**config.mk**
```make
export PLATFORM = sky130hd
export DESIGN_NAME = my_uart_rx
export DESIGN_NICKNAME = d
export VERILOG_FILES = /design/src/rtl/my_uart_rx.sv
export SDC_FILE = /design/constraint.sdc
export NUM_CORES = 1
export LEC_CHECK = 0
export ABC_CLOCK_PERIOD_IN_PS = 2300
export BUFFER_PORTS_ARGS = -buffer_cell sky130_fd_sc_hd__buf_2
export CELL_PAD_IN_SITES_DETAIL_PLACEMENT = 1
export CELL_PAD_IN_SITES_GLOBAL_PLACEMENT = 1
export CORE_UTILIZATION = 40
export CTS_CLUSTER_DIAMETER = 80
export DETAILED_ROUTE_END_ITERATION = 12
export PLACE_DENSITY_LB_ADDON = 0.1
export SYNTH_ARGS = -nofsm -noshare
export SYNTH_HDL_FRONTEND = slang
export SYNTH_SLANG_ARGS = --single-unit
```
**constraint.sdc**
```tcl
create_clock -name ReceivingCLK -period 2.3 [get_ports ReceivingCLK]
set_input_delay 0.345 -clock ReceivingCLK [delete_from_list [all_inputs] [get_ports ReceivingCLK]]
set_output_delay 0.345 -clock ReceivingCLK [all_outputs]
set_load 0.02 [all_outputs]
```
**src/rtl/my_uart_rx.sv**
```systemverilog
// MyUart serial receiver: start bit, 8 data bits MSB first, one or more stop bits,
// sampled at mid-bit by an oversampling clock and handed over through a Valid/RdAck level handshake.
module my_uart_rx #(
    parameter int OVERSAMPLE = 16   // ReceivingCLK cycles per bit; even and >= 4
) (
    input  logic       ReceivingCLK,
    input  logic       Init,
    input  logic       EN,
    input  logic       RxD,
    input  logic       RdAck,
    output logic [7:0] RxData,
    output logic       Valid,
    output logic       FrameErr,
    output logic       Overrun,
    output logic       Busy
);
    localparam int CW = $clog2(OVERSAMPLE);
    localparam logic [CW-1:0] HALF_LAST = CW'(OVERSAMPLE / 2 - 1);
    localparam logic [CW-1:0] BIT_LAST  = CW'(OVERSAMPLE - 1);

    typedef enum logic [2:0] {
        S_IDLE,
        S_START,
        S_DATA,
        S_STOP,
        S_DONE,
        S_BREAK
    } state_t;

    logic [1:0]    sync_reg;
    logic          rx_s;
    state_t        state_reg;
    logic [CW-1:0] cnt_reg;
    logic [2:0]    bit_idx_reg;
    logic [7:0]    shreg_reg;
    logic          stop_bit_reg;
    logic [7:0]    rx_data_reg;
    logic          valid_reg;
    logic          frame_err_reg;
    logic          overrun_reg;
    logic          busy_reg;

    // Two-flop synchronizer; idles high so a reset never looks like a start edge.
    always_ff @(posedge ReceivingCLK) begin
        if (Init) begin
            sync_reg <= 2'b11;
        end else begin
            sync_reg <= {sync_reg[0], RxD};
        end
    end

    assign rx_s = sync_reg[1];

    always_ff @(posedge ReceivingCLK) begin
        if (Init) begin
            state_reg     <= S_IDLE;
            cnt_reg       <= '0;
            bit_idx_reg   <= 3'd0;
            shreg_reg     <= 8'h00;
            stop_bit_reg  <= 1'b0;
            rx_data_reg   <= 8'h00;
            valid_reg     <= 1'b0;
            frame_err_reg <= 1'b0;
            overrun_reg   <= 1'b0;
            busy_reg      <= 1'b0;
        end else begin
            frame_err_reg <= 1'b0;
            // A load in S_DONE later in this block wins over the ack clear.
            if (RdAck && valid_reg) begin
                valid_reg <= 1'b0;
            end

            case (state_reg)
                S_IDLE: begin
                    if (EN && !rx_s) begin
                        state_reg <= S_START;
                        cnt_reg   <= '0;
                        busy_reg  <= 1'b1;
                    end
                end

                S_START: begin
                    if (cnt_reg == HALF_LAST) begin
                        if (rx_s) begin
                            state_reg <= S_IDLE;
                            busy_reg  <= 1'b0;
                        end else begin
                            state_reg   <= S_DATA;
                            cnt_reg     <= '0;
                            bit_idx_reg <= 3'd0;
                        end
                    end else begin
                        cnt_reg <= cnt_reg + CW'(1);
                    end
                end

                S_DATA: begin
                    if (cnt_reg == BIT_LAST) begin
                        cnt_reg     <= '0;
                        shreg_reg   <= {shreg_reg[6:0], rx_s};
                        bit_idx_reg <= bit_idx_reg + 3'd1;
                        if (bit_idx_reg == 3'd7) begin
                            state_reg <= S_STOP;
                        end
                    end else begin
                        cnt_reg <= cnt_reg + CW'(1);
                    end
                end

                S_STOP: begin
                    if (cnt_reg == BIT_LAST) begin
                        stop_bit_reg <= rx_s;
                        state_reg    <= S_DONE;
                    end else begin
                        cnt_reg <= cnt_reg + CW'(1);
                    end
                end

                // Stop bit was captured on the previous edge; outputs update here.
                S_DONE: begin
                    cnt_reg <= '0;
                    if (stop_bit_reg) begin
                        rx_data_reg <= shreg_reg;
                        valid_reg   <= 1'b1;
                        if (valid_reg && !RdAck) begin
                            overrun_reg <= 1'b1;
                        end
                        state_reg <= S_IDLE;
                        busy_reg  <= 1'b0;
                    end else begin
                        frame_err_reg <= 1'b1;
                        state_reg     <= S_BREAK;
                    end
                end

                S_BREAK: begin
                    if (rx_s) begin
                        state_reg <= S_IDLE;
                        busy_reg  <= 1'b0;
                    end
                end

                default: begin
                    state_reg <= S_IDLE;
                    busy_reg  <= 1'b0;
                end
            endcase
        end
    end

    assign RxData   = rx_data_reg;
    assign Valid    = valid_reg;
    assign FrameErr = frame_err_reg;
    assign Overrun  = overrun_reg;
    assign Busy     = busy_reg;

endmodule

```
==> results <==
- The flow ran to the end, and the final reports show no timing, DRC or antenna violations.
- The post-synth design cell area is 0.001580 mm².
- The final cell area excluding filler cells is 0.001769 mm².
- The share of async-settable or async-resettable flops after synthesis is 0%.
- In this run the vertical extent of the chip is 64.86 µm.
- Derived from the worst setup path, the maximum achievable clock frequency is 547.3 MHz.
- The required time of the critical path is 2.47 ns.
- The number of setup buffers added after CTS is 0.
- The total global routing track utilization is 20.20%.
- The number of rows in the core area is 22.
- The count of pins on the block boundary is 17.
- The total wire length after detailed routing is 3639 µm.
- The cell count after placement is 237.
- The synthesized netlist cell count is 183.
- The final core utilization is 47.61%.
- The growth of design area from synthesis to finish is 11.96%.
- The detail route stage leaves a number of antenna-violating nets equal to 0.
- Dividing the detail-routed via count by the number of cells gives 5.559.
- The number of global-route vias before repair is 1360.
- The cts-stage hold buffer count is 0.
- The worst vdd rail ir drop is 0.0003320 V.
- The worst relative slew slack is 60.32%.
- The total of max-cap violations is 0.
- The path class of the tightest hold or removal check is in2reg.
- The number of buffers added by the clock tree synthesis step is 5.
- Adding up every negative setup slack in the final design gives 0 ns.
- The routed length per placed instance is 14.85 µm.
- The worst setup path is captured at a flop.
- The worst path setup slack after routing is 0.4730 ns.
- The highest fanout seen on the critical path is 8.
- Global routing finished with a remaining overflow of 0.
- The number of buffers and inverters on the critical path is 0.
- Walking the worst path, the cells encountered are ha_1 -> and2_1 -> and3_1 -> mux2i_1 -> nor2_1.
- The register bit count reported by yosys is 33.
- Timing analysis after detailed placement gives a worst setup slack of 0.4772 ns.
- After synthesis, the largest family of logic cells by area is simple AND/OR/NAND/NOR gates.
- At the later pin of the worst-skew pair, clock insertion delay measures 0.29 ns.
- The wire length of the first global-routing pass is 6375 µm.
- The clock tree from TritonCTS is built.
- The transition time at the pin with the least slew margin is 0.5937 ns.
- The predominant post-synthesis flop cell is dfxtp_1.
- In this run, post-CTS repair resized a total of 0 instances.
- Of the post-synthesis cell area, the dominant cell type holds 41.81%.
- The final count of negative-setup-slack endpoints is 0.
- The number of pins exceeding their max-slew limit in the final report is 0.
- Of the total synthesized cell area, the portion taken by AND, OR, NAND and NOR gates is 23.99%.
- The total power divided by cell area is 584.7 mW/mm².
- Detailed placement finished with a half-perimeter wire length of 2594 µm.
- The critical path's slowest cell is and3_1.
- Summing the areas of all compound-gate instances in the mapped netlist gives 17.26% of the synthesized area.
- The number of antenna violations at the first check in global routing came to 0.
- The worst setup skew after layout is 0.004502 ns.
- The synthesized-area fraction occupied by adder cells is 2.375%.
- After synthesis, the netlist uses 47 different library cells.
- The die extent in x is 64.86 µm.
- The share of synthesized area occupied by flip-flops and latches is 41.81%.
- The net count after synthesis is 191.
- The effective utilization at floorplan is 42.53%.
- For this design the static power due to leakage is 0.6438 nW.
- The fraction of the cycle the final worst path needs is 79.44%.
- Data on the critical path arrives at its endpoint at 2.00 ns.
- The die covers 0.004206 mm².
- In the synthesized netlist, the cells that appear most often are dfxtp_1 (33), nand2_1 (23), nor2_1 (18).
- Summing the areas of all xor and xnor instances in the mapped netlist gives 0.5542% of the synthesized area.
- After filler insertion, the fill cell instance count of the layout stands at 469.
- The total core area is 0.003716 mm².
- Counting flops with a built-in enable in the synthesized netlist gives 0.
- The worst setup path is launched from a flop.
- After synthesis, the cell types taking the most area are dfxtp_1 (42%), mux2i_1 (7.6%), nand2_1 (5.5%), nor2_1 (4.3%), a21oi_1 (4.1%).
- The final RePlAce weighted congestion is 0.7362.
- By instance count, the leading cell after synthesis is dfxtp_1.
- The portion of synthesized area spent on multiplexers is 8.314%.
- Setup repair after global routing left no endpoint under its margin.
- The number of search-and-repair iterations in the first detailed-routing pass is 4.
- The setup path with the least slack is of type reg2reg.
- Once layout is complete, the cells apart from fillers number 245.
- The worst-case hold slack is 0.2461 ns.
- The post-route netlist has 18.27% of its cells at a drive strength greater than 1.
- On the worst path, the slowest cell contributes a delay of 0.49 ns.
- The via count is 1362.
- The synthesis warning total is 0.
- The final net count is 204.
- The pin count of the biggest net entering global routing is 27.
- The post-synthesis average cell area is 8.635 µm².
- For the finished layout, the period the worst path requires is 1.827 ns.
- The longest clock path from root to sink contains 2 buffers.
- The iteration-0 DRC count of the detailed router is 90.
- The total number of clock tree sinks is 33.
- After detailed routing, the number of remaining DRC violations is 0.
- The number of failing hold endpoints at the final stage came to 0.
- CTS built an H-tree with a depth of 2.
- The buffer type at the clock tree root is clkbuf_8.
- Once placement finished, the instance area stood at 0.001687 mm².
- The number of buffer cells added on primary ports is 16.
- Broken down by cell family, the worst path's largest delay share belongs to simple AND/OR/NAND/NOR gates.
- The number of antenna diodes is 0.
- The cell type contributing the most total cell area after synthesis is dfxtp_1.
- The register clock-pin slew on the reported worst setup and hold paths is 0.07 ns.
- The final total power is 1.034 mW.
-- report_power, final --
part           switching, mW  total, mW  internal [mW]
combinational         0.0228     0.0388         0.0160
clock                  0.206      0.415          0.209
sequential           0.00587      0.580          0.575
total                  0.235       1.03          0.800
-- worst paths after layout --
kind	startpoint	end	slack (ns)	depth (start not counted)
max reg2reg	cnt_reg[0]	shreg_reg[2]	0.47	5
min	RxD	sync_reg[0]	0.25	2
max	cnt_reg[0]	shreg_reg[2]	0.47	5
min reg2reg	sync_reg[0]	sync_reg[1]	0.41	1
-- final cells by class --
type | count | area [µm²] | area share, %
clock inverters | 2 | 10.01 | 0.5658
flip-flops and latches | 33 | 660.6 | 37.34
repair buffers | 21 | 117.6 | 6.648
clock buffers | 6 | 72.57 | 4.102
multi-input cells | 130 | 829.5 | 46.89
inverters | 5 | 18.77 | 1.061
well taps | 48 | 60.06 | 3.395
-- cells by family (layout without fill, tap and decap cells) --
logic type | after synthesis | in the layout
adders and majority gates | 3 | 3
buffers and inverters | 20 | 34
AOI/OAI and AO/OA | 39 | 39
DFF | 33 | 33
muxes | 13 | 13
and+or+nand+nor | 74 | 74
xor gates and xnor gates | 1 | 1
-- routing by layer --
layer	up-vias	routed length, µm	share of wire (%)	track usage, %
met5	-	0	0	0
met4	0	58	1.6	9.167
met3	5	108	3.0	5.106
met2	15	1917	53	34.90
met1	680	1554	43	23.14
li1	662	-	-	-
-- cell usage in the layout, fill, tap and decap left out, types with 3 or more instances in the layout --
master,instances
buf_4,5
nand2b_1,7
inv_1,5
dfxtp_1,33
mux2i_1,12
o21ai_0,6
nand3_1,5
a21oi_1,13
nand2_1,23
buf_2,16
clkbuf_8,5
nor2b_1,3
nor2_1,18
ha_1,3
No activity file was read; power rests on OpenSTA's default activity.
